===== config.mk =====
export PLATFORM = sky130hd
export DESIGN_NAME = latch_sampler
export DESIGN_NICKNAME = d
export VERILOG_FILES = /design/src/rtl/latch_sampler_pkg.sv /design/src/rtl/latch_sampler_sync.sv /design/src/rtl/latch_sampler.sv
export SDC_FILE = /design/constraint.sdc
export NUM_CORES = 1
export LEC_CHECK = 0
export ABC_AREA = 1
export CAP_MARGIN = 20
export CORE_MARGIN = 2
export CORE_UTILIZATION = 50
export CTS_BUF_LIST = sky130_fd_sc_hd__clkbuf_4
export DETAILED_ROUTE_END_ITERATION = 8
export PLACE_DENSITY = 0.74
export SLEW_MARGIN = 25
export SYNTH_ARGS = -nofsm -noshare
export SYNTH_HDL_FRONTEND = slang
export SYNTH_SLANG_ARGS = --single-unit

===== constraint.sdc =====
create_clock -name clk -period 3.9 [get_ports clk]
set_input_delay 0.78 -clock clk [delete_from_list [all_inputs] [get_ports clk]]
set_output_delay 0.78 -clock clk [all_outputs]
set_load 0.01 [all_outputs]

===== src/rtl/latch_sampler_pkg.sv =====
// rtl/latch_sampler_pkg.sv - shared FSM state type and stability-counter width for latch_sampler
package latch_sampler_pkg;

  // Width of the debounce stability counter (also caps STABLE_CYCLES at 255)
  localparam int STAB_CNT_W = 8;

  // Debounce FSM: two settled levels and two "checking" states between them
  typedef enum logic [1:0] {
    LOW    = 2'd0,
    CHK_HI = 2'd1,
    HIGH   = 2'd2,
    CHK_LO = 2'd3
  } ls_state_t;

endpackage


===== src/rtl/latch_sampler_sync.sv =====
// rtl/latch_sampler_sync.sv - SYNC_STAGES-deep flop chain bringing an async latch output into clk
module latch_sampler_sync #(
  parameter int SYNC_STAGES = 2
) (
  input  logic clk,
  input  logic reset_n,
  input  logic d,
  output logic q
);

  logic [SYNC_STAGES-1:0] sync_q;

  // Shift the asynchronous input through the chain; only the last flop is used downstream
  always_ff @(posedge clk or negedge reset_n) begin
    if (!reset_n) begin
      sync_q <= '0;
    end else begin
      sync_q <= {sync_q[SYNC_STAGES-2:0], d};
    end
  end

  assign q = sync_q[SYNC_STAGES-1];

endmodule


===== src/rtl/latch_sampler.sv =====
// rtl/latch_sampler.sv - debounced latch sampler with edge counter; LATCH_SAMPLER_MISMATCH_EN adds q/qb check
module latch_sampler
  import latch_sampler_pkg::*;
#(
  parameter int SYNC_STAGES   = 2,
  parameter int STABLE_CYCLES = 4,
  parameter int CNT_W         = 8
) (
  input  logic             clk,
  input  logic             reset_n,
  input  logic             q_in,
  input  logic             qb_in,
  input  logic             sample_en,
  input  logic             clr_cnt,
  output logic             level_out,
  output logic             rise_pulse,
  output logic             fall_pulse,
  output logic [CNT_W-1:0] edge_cnt,
  output logic             cnt_ovf,
  output logic             mismatch
);

  // Counter value at which the next agreeing sample accepts the new level
  localparam logic [STAB_CNT_W-1:0] STAB_LAST = STAB_CNT_W'(STABLE_CYCLES - 1);

  logic                  s;
  ls_state_t             state;
  ls_state_t             state_nxt;
  logic [STAB_CNT_W-1:0] stab_cnt;
  logic [STAB_CNT_W-1:0] stab_cnt_nxt;
  logic                  level_nxt;
  logic                  rise_nxt;
  logic                  fall_nxt;

  latch_sampler_sync #(
    .SYNC_STAGES(SYNC_STAGES)
  ) u_sync_q (
    .clk     (clk),
    .reset_n (reset_n),
    .d       (q_in),
    .q       (s)
  );

  // FSM state register plus its registered outputs, all cleared asynchronously
  always_ff @(posedge clk or negedge reset_n) begin
    if (!reset_n) begin
      state      <= LOW;
      stab_cnt   <= '0;
      level_out  <= 1'b0;
      rise_pulse <= 1'b0;
      fall_pulse <= 1'b0;
    end else begin
      state      <= state_nxt;
      stab_cnt   <= stab_cnt_nxt;
      level_out  <= level_nxt;
      rise_pulse <= rise_nxt;
      fall_pulse <= fall_nxt;
    end
  end

  // Next state: a level change is accepted only after STABLE_CYCLES agreeing samples;
  // with sample_en low everything holds
  always_comb begin
    state_nxt    = state;
    stab_cnt_nxt = stab_cnt;
    if (sample_en) begin
      unique case (state)
        LOW: begin
          if (s) begin
            state_nxt    = CHK_HI;
            stab_cnt_nxt = STAB_CNT_W'(1);
          end
        end
        CHK_HI: begin
          if (!s) begin
            state_nxt    = LOW;
            stab_cnt_nxt = '0;
          end else if (stab_cnt == STAB_LAST) begin
            state_nxt    = HIGH;
            stab_cnt_nxt = '0;
          end else begin
            stab_cnt_nxt = stab_cnt + STAB_CNT_W'(1);
          end
        end
        HIGH: begin
          if (!s) begin
            state_nxt    = CHK_LO;
            stab_cnt_nxt = STAB_CNT_W'(1);
          end
        end
        CHK_LO: begin
          if (s) begin
            state_nxt    = HIGH;
            stab_cnt_nxt = '0;
          end else if (stab_cnt == STAB_LAST) begin
            state_nxt    = LOW;
            stab_cnt_nxt = '0;
          end else begin
            stab_cnt_nxt = stab_cnt + STAB_CNT_W'(1);
          end
        end
        default: begin
          state_nxt    = LOW;
          stab_cnt_nxt = '0;
        end
      endcase
    end
  end

  // Outputs: pulses only on accepted transitions (CHK->settled of the new level),
  // never on an aborted check, so rise and fall are mutually exclusive
  always_comb begin
    rise_nxt  = (state == CHK_HI) && (state_nxt == HIGH);
    fall_nxt  = (state == CHK_LO) && (state_nxt == LOW);
    level_nxt = (state_nxt == HIGH) || (state_nxt == CHK_LO);
  end

  // Saturating count of accepted rising edges; clear beats a same-cycle increment
  always_ff @(posedge clk or negedge reset_n) begin
    if (!reset_n) begin
      edge_cnt <= '0;
      cnt_ovf  <= 1'b0;
    end else if (clr_cnt) begin
      edge_cnt <= '0;
      cnt_ovf  <= 1'b0;
    end else if (rise_pulse) begin
      if (&edge_cnt) begin
        cnt_ovf <= 1'b1;
      end else begin
        edge_cnt <= edge_cnt + 1'b1;
      end
    end
  end

`ifdef LATCH_SAMPLER_MISMATCH_EN
  logic                  sb;
  logic [STAB_CNT_W-1:0] eq_cnt;

  latch_sampler_sync #(
    .SYNC_STAGES(SYNC_STAGES)
  ) u_sync_qb (
    .clk     (clk),
    .reset_n (reset_n),
    .d       (qb_in),
    .q       (sb)
  );

  // Sticky flag once q and qb agree for STABLE_CYCLES consecutive samples;
  // eq_cnt counts prior agreeing cycles and saturates at STAB_LAST
  always_ff @(posedge clk or negedge reset_n) begin
    if (!reset_n) begin
      eq_cnt   <= '0;
      mismatch <= 1'b0;
    end else begin
      if (s != sb) begin
        eq_cnt <= '0;
      end else if (eq_cnt != STAB_LAST) begin
        eq_cnt <= eq_cnt + STAB_CNT_W'(1);
      end
      if (clr_cnt) begin
        mismatch <= 1'b0;
      end else if ((s == sb) && (eq_cnt == STAB_LAST)) begin
        mismatch <= 1'b1;
      end
    end
  end
`else
  logic unused_qb;
  assign unused_qb = qb_in;
  assign mismatch  = 1'b0;
`endif

endmodule


==> results.py, run 1 <==
metrics = {
    "yosys": {
        "synth_nets": 182,
        "yosysMostFrequentCell": "nand2_1",
        "synth_mux_area_share_pct": 0,
        "synth-seq-cells": 24,
        "synthAdderAreaFrac_pct": 1.92,
        "synth_xor_area_share_pct": 0.674,
        "yosys_warnings": 0,
        "synthTopCellsByArea": "dfrtp_1 46%, nand2_1 15%, nand3_1 6.9%",
        "yosysTopAreaCellShare_pct": 46.2,
        "ys.flop_type": "dfrtp_1",
        "synth.lib_cells_used.distinct": 26,
        "synth-simple-area-share_pct": 37.5,
        "async_reset_ff_share_pct": 100,
        "synth_edf_count": 0,
        "avgSynthCellArea_sq_um": 7.47,
        "synth_compound_area_share_pct": 5.49,
        "yosysSeqAreaShare_pct": 46.2,
        "syn_inst": 174,
        "ys_top_cells_by_count": "51 x nand2_1, 24 x dfrtp_1, 24 x nor2_1, 18 x nand3_1, 17 x inv_1",
        "synth_top_family_by_area": "simple AND/OR/NAND/NOR gates",
        "synth_top_area_cell": "dfrtp_1",
        "synth_area_sq_mm": 0.00130,
    },
    "cts": {
        "cts_tree": "yes",
        "cts_resized": 0,
        "root_buffer": "clkbuf_4",
        "clk_latency_ns": 0.31,
        "path_clk_slew_ns": 0.13,
        "cts_setup_buffers": 0,
        "htreeDepth": 1,
        "cts_num_sinks": 24,
        "cts_buffers": 3,
        "clockBufferDepth": 2,
        "hold_buffers": 0,
    },
    "route": {
        "via_count": 1120,
        "vias_per_cell": 5.07,
        "dr.pass1.iters": 4,
        "drt_iter0_markers": 16,
        "wl_per_cell_microns": 10.9,
        "drc": 0,
        "ant_nets": 0,
        "wirelength_microns": 2420,
    },
    "worst_setup_path": {
        "regToRegSetupSlack_ns": 2.22,
        "cp_slowest_stage_delay_ns": 0.58,
        "crit_cells": 1,
        "critPathTopFamily": "buffers and inverters",
        "rr_worst_depth": 9,
        "crit_type": "reg2out",
        "worstPathMaxFanout": 7,
        "cpMaxStageDelayCell": "clkdlybuf4s50_1",
        "reg2reg_from": "edge_cnt[0]",
        "critPathLaunch": "edge_cnt[3]",
        "cp-start-kind": "register",
        "cp_cell_sequence": "clkdlybuf4s50_1",
        "crit_path_end": "edge_cnt[3]",
        "crit_required_ns": 3.12,
        "path_buf_inv": 1,
        "reg2reg_to": "edge_cnt[3]",
        "critPathCaptureType": "output pin",
        "arrival_ns": 1.37,
    },
    "power": {
        "total_leakage_power_nw": 0.692,
        "total_power_mw": 0.509,
        "irDropWorstVdd_v": 0.000383,
        "p_per_area_mw_per_mm2": 340,
    },
    "global_routing": {
        "antenna_found_initial": 0,
        "grt_pass1_vias": 1010,
        "grt_remaining_overflow": 0,
        "grt_pass1_wl_microns": 4270,
        "grt_use_met3_pct": 3.23,
        "groute.usage.overall_pct": 19.8,
        "busiest_layer": "met2",
        "grt_max_degree": 25,
        "met2_usage_pct": 34.3,
        "grt_use_met1_pct": 23.6,
    },
    "place": {
        "placed_area_sq_mm": 0.00147,
        "post-place-cells": 217,
        "place_ws_ns": 1.77,
        "port_buffers": 16,
        "gp_congestion": 0.911,
        "dpl.hpwl_microns": 1820,
    },
    "floorplan": {
        "rows": 18,
        "start_util_pct": 52.5,
        "die_height_microns": 55.0,
        "ioPinCount": 19,
        "die_x_microns": 55.0,
        "core-area_sq_mm": 0.00248,
        "die_area_sq_mm": 0.00302,
    },
    "final_layout": {
        "fin_cells": 221,
        "seq_area_sq_um": 601,
        "fin_area_sq_mm": 0.00150,
        "drive_gt1_share_pct": 7.85,
        "fillerInstances": 245,
        "layout.nets": 200,
        "antenna_cells": 0,
        "multi_input_area_sq_um": 597,
        "synthToLayoutAreaGrowth_pct": 15.0,
    },
    "sta": {
        "finalCriticalPeriod_ns": 2.15,
        "max_slew_margin_pct": 64.8,
        "setup_viol": 0,
        "fin_crit_sh_pct": 55.1,
        "fin_tns_setup_ns": 0,
        "hold_viol": 0,
        "rsz0062_at_grt": "no",
        "fin_skew_ns": 0.00583,
        "worstMarginPinSlew_ns": 0.528,
        "final_max_slew_viol_count": 0,
        "max_freq_ghz": 0.466,
        "fin_ws_ns": 1.75,
    },
    "outcome": {
        "status": "finished clean",
    },
    "run": {
        "cap_violations": 0,
    },
    "hold_path": {
        "hold_class": "reg2reg",
    },
}
## placed cells by master (no fill, tap or decap)
master | synthesis | layout
a21oi_1 | 4 | 4
a21oi_2 | 1 | 1
buf_2 | 1 | 1
clkbuf_4 | 0 | 3
clkdlybuf4s50_1 | 0 | 15
clkinv_1 | 1 | 2
conb_1 | 1 | 1
dfrtp_1 | 24 | 24
ha_1 | 2 | 2
inv_1 | 17 | 17
inv_2 | 3 | 3
nand2_1 | 51 | 51
nand2_2 | 2 | 2
nand3_1 | 18 | 18
nand3_2 | 1 | 1
nand3b_1 | 1 | 1
nand4_1 | 6 | 6
nor2_1 | 24 | 24
nor2_2 | 1 | 1
nor2_4 | 2 | 2
nor3_1 | 2 | 2
nor3_2 | 1 | 1
o21a_1 | 1 | 1
o21ai_0 | 6 | 6
o21ai_1 | 1 | 1
xnor2_1 | 1 | 1
## worst min-delay path by stage
stage                        from                 end  slack (ns)  cells after the start
2_1_floorplan  u_sync_q.sync_q[0]  u_sync_q.sync_q[1]        0.33                      0
3_3_place_gp   u_sync_q.sync_q[0]  u_sync_q.sync_q[1]        0.34                      0
3_5_place_dp   u_sync_q.sync_q[0]  u_sync_q.sync_q[1]        0.35                      0
4_1_cts        u_sync_q.sync_q[0]  u_sync_q.sync_q[1]        0.38                      0
5_1_grt        u_sync_q.sync_q[0]  u_sync_q.sync_q[1]        0.39                      0
6_report       u_sync_q.sync_q[0]  u_sync_q.sync_q[1]        0.37                      0
## registers in the layout, summed over array words and instances (netlist names)
| register | count |
|---|---|
| level_out | 1 |
| u_sync_q.sync_q | 2 |
| cnt_ovf | 1 |
| state | 2 |
| rise_pulse | 1 |
| edge_cnt | 8 |
| fall_pulse | 1 |
| stab_cnt | 8 |
## cells by family (layout without fill, tap and decap cells)
| family | after synthesis | in the layout |
|---|---|---|
| AO/OA/AOI/OAI | 13 | 13 |
| XOR/XNOR | 1 | 1 |
| adder cells (fa/ha/maj) | 2 | 2 |
| buffers and inverters | 24 | 41 |
| flip-flops | 24 | 24 |
| other | 1 | 1 |
| AND/OR/NAND/NOR | 109 | 109 |
## area by class of cell
type / count / share of cell area [%]
inverter: 21 / 5.27
clock buffer: 3 / 1.51
clock inverter: 1 / 0.251
timing repair buffer: 16 / 10.4
tap: 30 / 2.51
multi-input combinational: 126 / 39.9
sequential: 24 / 40.2
## where the power goes
part	total, mW	switching, mW	internal, mW
combinational	0.102	0.0638	0.0379
clock	0.108	0.0709	0.0374
sequential	0.299	0.0286	0.270
total	0.509	0.163	0.345
## routing by layer
metal	up-vias	share of wire, %
li1	586	-
met1	495	44
met2	30	50
met3	9	3.8
met4	0	2.8
met5	-	0
## stage by stage
stage          hold slack, ns  utilization, %
2_1_floorplan           0.331               -
3_3_place_gp            0.338            59.5
3_5_place_dp            0.346            59.3
4_1_cts                 0.377            60.4
5_1_grt                 0.388            60.4
6_report                0.374            60.4
Note: power is estimated with default switching activity, not from simulation.
==> inputs of run 2 (changes only) <==
==> constraint.sdc (replaced) <==
create_clock -name clk -period 2.1 [get_ports clk]
set_input_delay 0.42 -clock clk [delete_from_list [all_inputs] [get_ports clk]]
set_output_delay 0.42 -clock clk [all_outputs]
set_load 0.01 [all_outputs]
==> run 2 against run 1 <==
Effect of this change: hold slack got worse by 0.0037 ns; via count grew 3.0%; setup slack got worse by 1.4 ns; routed wire length shrank 1.4%; power is 86% higher; sequential cell count unchanged; non-clock buffer count rose by 1; largest cell class unchanged; first-iteration DRC count increased by 6.3%; count of clock-buffer cells in the layout unchanged; critical endpoint unchanged; critical path depth unchanged; register-to-register slack got worse by 1.8 ns; global-route usage shrank 1.3 points.
==> results.py, run 2 (synthesized netlist as in run 1, its figures left out) <==
metrics = {
    "final_layout": {
        "reg_top3": "edge_cnt x8, stab_cnt x8",
        "final_cell_mix": "51 x nand2_1, 24 x nor2_1, 24 x dfrtp_1, 18 x nand3_1, 17 x inv_1",
        "synthToLayoutAreaGrowth_pct": 16.0,
        "layout_commonest_cell": "nand2_1",
        "layout.nets": 201,
        "drive_gt1_share_pct": 7.81,
        "antenna_cells": 0,
    },
    "power": {
        "p_sw_mw": 0.305,
        "total_leakage_power_nw": 0.696,
        "pwr-share-comb_pct": 20.6,
        "irDropWorstVdd_v": 0.000697,
        "power.internal_mw": 0.643,
        "p_clk_share_pct": 20.8,
        "p_per_area_mw_per_mm2": 629,
        "total_power_mw": 0.948,
        "p_seq_share_pct": 58.6,
        "switching_share_pct": 32.1,
    },
    "global_routing": {
        "antenna_found_initial": 0,
        "grt_max_degree": 25,
        "groute.usage.overall_pct": 18.6,
        "grt_pass1_vias": 977,
        "grt_pass1_wl_microns": 3990,
        "grt_remaining_overflow": 0,
    },
    "cts": {
        "clockBufferDepth": 2,
        "cts_num_sinks": 24,
        "path_clk_slew_ns": 0.12,
        "root_buffer": "clkbuf_4",
        "cts_tree": "yes",
        "htreeDepth": 1,
        "cts_resized": 0,
        "cts_setup_buffers": 0,
        "hold_buffers": 0,
        "cts_buffers": 3,
        "clk_latency_ns": 0.30,
    },
    "floorplan": {
        "die_area_sq_mm": 0.00302,
        "die_x_microns": 55.0,
        "core-area_sq_mm": 0.00248,
        "rows": 18,
        "die_height_microns": 55.0,
        "start_util_pct": 52.5,
        "ioPinCount": 19,
    },
    "worst_setup_path": {
        "cp-start-kind": "register",
        "cp_cell_sequence": "clkdlybuf4s50_1",
        "crit_required_ns": 1.68,
        "cp_slowest_stage_delay_ns": 0.58,
        "worstPathMaxFanout": 7,
        "path_buf_inv": 1,
        "critPathTopFamily": "buffers and inverters",
        "crit_type": "reg2out",
        "critPathCaptureType": "output pin",
        "arrival_ns": 1.36,
        "cpMaxStageDelayCell": "clkdlybuf4s50_1",
    },
    "route": {
        "dr.pass1.iters": 4,
        "vias_per_cell": 5.20,
        "wirelength_microns": 2390,
        "drc": 0,
        "drt_iter0_markers": 17,
        "via_count": 1154,
        "ant_nets": 0,
        "wl_per_cell_microns": 10.7,
    },
    "hold_path": {
        "hold_class": "reg2reg",
    },
    "sta": {
        "rsz0062_at_grt": "no",
        "final_max_slew_viol_count": 0,
        "fin_skew_ns": 0.00342,
        "hold_viol": 0,
        "setup_viol": 0,
        "max_freq_ghz": 0.562,
        "fin_crit_sh_pct": 84.7,
        "finalCriticalPeriod_ns": 1.78,
        "fin_tns_setup_ns": 0,
    },
    "place": {
        "dpl.hpwl_microns": 1790,
        "port_buffers": 16,
        "gp_congestion": 0.915,
    },
    "run": {
        "cap_violations": 0,
    },
    "outcome": {
        "status": "finished clean",
    },
}
==> run 2: changes by cell type in the layout (fill, tap and decap cells not counted) <==
| cell | previous run | this run |
|---|---|---|
| buf_2 | 1 | 0 |
| buf_4 | 0 | 1 |
| clkdlybuf4s50_1 | 15 | 16 |
==> run 2: cell type report <==
class | instances | area [sq um]
Clock inverter | 1 | 3.75
Multi-Input combinational cell | 126 | 597
Sequential cell | 24 | 601
Fill cell | 233 | 970
Inverter | 21 | 78.8
Timing Repair Buffer | 17 | 168
Clock buffer | 3 | 22.5
Tap cell | 30 | 37.5
==> run 2: metal layers <==
| layer | track usage [%] | vias to the layer above | wire (microns) |
|---|---|---|---|
| met5 | 0 | - | 0 |
| met4 | 8.13 | 0 | 32 |
| met3 | 3.23 | 6 | 88 |
| met2 | 32.9 | 27 | 1220 |
| met1 | 21.9 | 535 | 1040 |
| li1 | - | 586 | - |
==> run 2: power groups by stage <==
stage | Combinational, mW | Clock, mW | Sequential [mW]
floorplan | 0.145 | 0 | 0.545
global placement | 0.184 | 0 | 0.558
detailed placement | 0.193 | 0 | 0.563
CTS | 0.194 | 0.209 | 0.553
global route | 0.226 | 0.232 | 0.560
finish | 0.195 | 0.197 | 0.556
==> run 2: metrics by stage <==
stage,std cells,area [sq um],utilization (%),hold WS (ns),setup WS (ns)
floorplan,174,1300,-,0.124,0.665
global placement,218,1480,59.8,0.338,0.367
detailed placement,218,1480,59.8,0.345,0.347
CTS,222,1510,60.9,0.374,0.312
global route,222,1510,60.9,0.383,0.255
finish,222,1510,60.9,0.370,0.320
==> run 2: worst paths after layout <==
| check | startpoint | to | slack, ns | cells after the start |
|---|---|---|---|---|
| setup / recovery | edge_cnt[3] | edge_cnt[3] | 0.32 | 1 |
| hold / removal | u_sync_q.sync_q[0] | u_sync_q.sync_q[1] | 0.37 | 0 |
| setup reg to reg | edge_cnt[0] | edge_cnt[4] | 0.45 | 9 |
| hold reg to reg | u_sync_q.sync_q[0] | u_sync_q.sync_q[1] | 0.37 | 0 |
| max in group asynchronous | reset_n | stab_cnt[7] | 1.41 | 2 |
| min in group asynchronous | reset_n | cnt_ovf | 0.46 | 2 |
==> patch 1 (settings of run 1) <==
`SYNC_STAGES` is set to 2 in 2 places; all go to 4.
--- a/src/rtl/latch_sampler_sync.sv
+++ b/src/rtl/latch_sampler_sync.sv
@@ -1,5 +1,5 @@
 // rtl/latch_sampler_sync.sv - SYNC_STAGES-deep flop chain bringing an async latch output into clk
 module latch_sampler_sync #(
-  parameter int SYNC_STAGES = 2
+  parameter int SYNC_STAGES = 4
 ) (
   input  logic clk,
--- a/src/rtl/latch_sampler.sv
+++ b/src/rtl/latch_sampler.sv
@@ -3,5 +3,5 @@
   import latch_sampler_pkg::*;
 #(
-  parameter int SYNC_STAGES   = 2,
+  parameter int SYNC_STAGES   = 4,
   parameter int STABLE_CYCLES = 4,
   parameter int CNT_W         = 8
Behaviour: not the same (a bounded check fails within 10 cycles, from zero or initial values and one cycle with reset_n low).
==> patch 1 against run 1 <==
Area after synthesis is 4.4% higher. Sequential cell count is 2 higher. Count of clock-buffer cells in the layout stayed put. Worst setup slack worse by 0.0023 ns. Total power is 38% higher. Routed wire length is 4.9% higher. Design area is 7.5% higher.
==> patch 1: results <==
set metrics [dict create \
    drtIter0Drc 17 \
    leakage_uw 0.000739 \
    synth_cell_types 31 \
    grt_pass1_wl_mm 4.53 \
    grt_max_degree 27 \
    dp_hpwl_mm 1.90 \
    skew_ns 0.00369 \
    cpMaxStageDelayCell "clkdlybuf4s50_1" \
    drive_gt1_share_pct 15.3 \
    num-fill-cells 225 \
    via_count 1080 \
    critical_path.max_fanout 5 \
    grt_use_met3_pct 2.56 \
    wl_per_cell_um 12.3 \
    syn_nets 164 \
    path_clk_slew_ns 0.15 \
    grt_util_met2_pct 29.4 \
    vdd_drop_max_mv 0.446 \
    fin_hold_ws_ns 0.372 \
    synthTopCellsByArea "dfrtp_1 48%, nand2_1 9.7%, nor2_1 5.0%" \
    syn_area_per_cell_um2 8.70 \
    drtPass1Iterations 5 \
    outcome "complete, no violations" \
    use_met1_pct 23.7 \
    largestRegisters "edge_cnt: 8 flops, stab_cnt: 8 flops, u_sync_q.sync_q: 4 flops" \
    dpl-instance-area_um2 1560 \
    gp_routability_congestion 0.806 \
    r2r_slack_ns 2.27 \
    grt.total_usage_pct 17.8 \
]
-- patch 1: how the worst min path moves through the flow --
stage / startpoint / end / cells past startpoint
2_1_floorplan: u_sync_q.sync_q[0] / u_sync_q.sync_q[1] / 0
3_3_place_gp: u_sync_q.sync_q[2] / u_sync_q.sync_q[3] / 0
3_5_place_dp: u_sync_q.sync_q[0] / u_sync_q.sync_q[1] / 0
4_1_cts: u_sync_q.sync_q[2] / u_sync_q.sync_q[3] / 0
5_1_grt: u_sync_q.sync_q[1] / u_sync_q.sync_q[2] / 0
6_report: u_sync_q.sync_q[2] / u_sync_q.sync_q[3] / 0
-- patch 1: cell type report --
cell class / count / share of cell area [%]
multi-input combinational: 112 / 39.4
tap: 30 / 2.33
clock buffer: 3 / 1.40
timing repair buffer: 17 / 10.4
sequential: 26 / 40.5
clock inverter: 1 / 1.87
inverter: 17 / 4.12
-- patch 1: kinds of logic (layout without fill, tap and decap cells) --
logic type / count (synthesis) / in the layout / synth area share [%]
buf+inv: 18 / 38 / 5.44
flops: 26 / 26 / 47.9
simple gates: 90 / 90 / 35.1
compound gates: 13 / 13 / 5.53
fa+ha+maj: 2 / 2 / 1.84
other cells: 1 / 1 / 0.276
xor+xnor: 6 / 6 / 3.87
-- patch 1: through the flow --
step | utilization (%) | worst slack, ns
after floorplan | - | 2.48
after CTS | 63.7 | 1.74
after global routing | 63.7 | 1.68
final | 63.7 | 1.75
after global placement | 61.7 | 1.90
after detailed placement | 61.7 | 1.87
-- patch 1: layer usage --
layer  routed length (um)  vias to the layer above  share of wire [%]
li1                     -                      543                  -
met1                 1190                      515                 47
met2                 1240                       18                 49
met3                   70                        4                2.8
met4                   29                        0                1.1
met5                    0                        -                  0
-- patch 1: where the power goes --
part | leakage (uW) | internal, uW | switching [uW] | total [uW]
Combinational | 0.000367 | 68.4 | 110 | 178
Sequential | 0.000344 | 301 | 36.6 | 338
Clock | 0.0000279 | 104 | 84.7 | 189
==> patch 2 (settings of run 1) <==
Made on the original files. Re-encode `ls_state_t` (4 states) as one-hot, 4 bits wide.
--- a/src/rtl/latch_sampler_pkg.sv
+++ b/src/rtl/latch_sampler_pkg.sv
@@ -6,9 +6,9 @@
 
   // Debounce FSM: two settled levels and two "checking" states between them
-  typedef enum logic [1:0] {
-    LOW    = 2'd0,
-    CHK_HI = 2'd1,
-    HIGH   = 2'd2,
-    CHK_LO = 2'd3
+  typedef enum logic [3:0] {
+    LOW    = 4'b0001,
+    CHK_HI = 4'b0010,
+    HIGH   = 4'b0100,
+    CHK_LO = 4'b1000
   } ls_state_t;
 
Behaviour: no difference found for any inputs over 10 cycles, from zero or initial values and one cycle with reset_n low; not proved beyond that.
==> patch 2 against run 1 <==
Total power grew 22%. Sequential share of layout area fell by 0.91 points. Design area rose by 11%. Sequential cell count increased by 2. Synthesized cell count up 15%. Routed wire length rose by 12%. Area after synthesis grew 10%. Final cell count grew 14%. Worst setup slack improved by 0.071 ns. Highest routed layer unchanged.
==> patch 2: results <==
set metrics [dict create \
    outcome "complete, no violations" \
    synth_common_cells "57 x nand2_1, 27 x inv_1, 26 x nor2_1" \
    setup_tns_ns 0 \
    r2r_slack_ns 2.09 \
    dpl-instance-area_um2 1630 \
    crit_arrival_ns 1.30 \
    largestRegisters "edge_cnt: 8 flops, stab_cnt: 8 flops, state: 4 flops" \
    r2r_end "level_out" \
    pre_cts_ws_ns 1.59 \
    reg2reg_from "stab_cnt[0]" \
    grt_pass1_wl_mm 4.80 \
    cp-endpoint "edge_cnt[7]" \
    fin_crit_ns 2.08 \
    leakage_uw 0.000812 \
    syn_nets 208 \
    dp_hpwl_mm 2.16 \
    crit_family "buffers and inverters" \
    synth_cell_types 23 \
    critical_path.max_fanout 5 \
    cp-startpoint "edge_cnt[7]" \
    synthTopCellsByArea "dfrtp_1 44%, nand2_1 15%, inv_1 7.1%" \
    drive_gt1_share_pct 7.27 \
    cts_buffer_depth 2 \
    grt_max_degree 27 \
    reg2regPathDepth 10 \
    drtIter0Drc 52 \
    gp_routability_congestion 0.828 \
    first_global_vias 1214 \
    dominantRegCellSynth "dfrtp_1" \
    vdd_drop_max_mv 0.368 \
    via_count 1273 \
    grt.total_usage_pct 18.1 \
    grt_use_met3_pct 2.72 \
    holdPathStages 0 \
    nNetsFinal 229 \
    max_stage_delay_ns 0.56 \
    use_met1_pct 24.8 \
    ys_warn_count 0 \
    finalWirelength_mm 2.71 \
    skew_ns 0.00565 \
    ys_seq_area_share_pct 45.4 \
    grt_util_met2_pct 30.4 \
]
patch 2: report_power, final:
part | switching [uW] | internal [uW] | total (uW)
clock network | 73.1 | 37.3 | 110
logic | 121 | 63.3 | 184
registers | 27.1 | 297 | 324
total | 221 | 398 | 619
patch 2: how the worst min path moves through the flow:
stage | endpoint | from | slack (ns)
floorplan | u_sync_q.sync_q[1] | u_sync_q.sync_q[0] | 0.33
finish | u_sync_q.sync_q[1] | u_sync_q.sync_q[0] | 0.37
CTS | u_sync_q.sync_q[1] | u_sync_q.sync_q[0] | 0.37
detailed placement | u_sync_q.sync_q[1] | u_sync_q.sync_q[0] | 0.34
global route | u_sync_q.sync_q[1] | u_sync_q.sync_q[0] | 0.38
global placement | u_sync_q.sync_q[1] | u_sync_q.sync_q[0] | 0.34
patch 2: final cells by class:
type	instances	area [um2]
clock buffers	3	22.5
well taps	31	38.8
multi-input cells	142	659
flip-flops and latches	26	652
fillers	261	1070
repair buffers	17	168
clock inverters	1	3.75
inverters	31	116
patch 2: routing by layer:
layer / up-vias / share of wire (%)
met1: 568 / 46
met5: - / 0
li1: 665 / -
met4: 0 / 0.89
met3: 2 / 4.7
met2: 38 / 48
patch 2: cells by family after synthesis:
kind of cell             count (synthesis)  share of synthesized area [%]
XOR/XNOR                                 2                           1.22
AO/OA/AOI/OAI                           23                           8.98
other                                    1                          0.261
buffers and inverters                   32                           8.63
AND/OR/NAND/NOR                        114                           33.7
adder cells (fa/ha/maj)                  2                           1.74
flip-flops                              26                           45.4
patch 2: metrics by stage:
stage                     std cells  power [uW]
after floorplan                 200         463
after global placement          247         508
after detailed placement        247         511
after CTS                       251         622
after global routing            251         665
final                           251         619
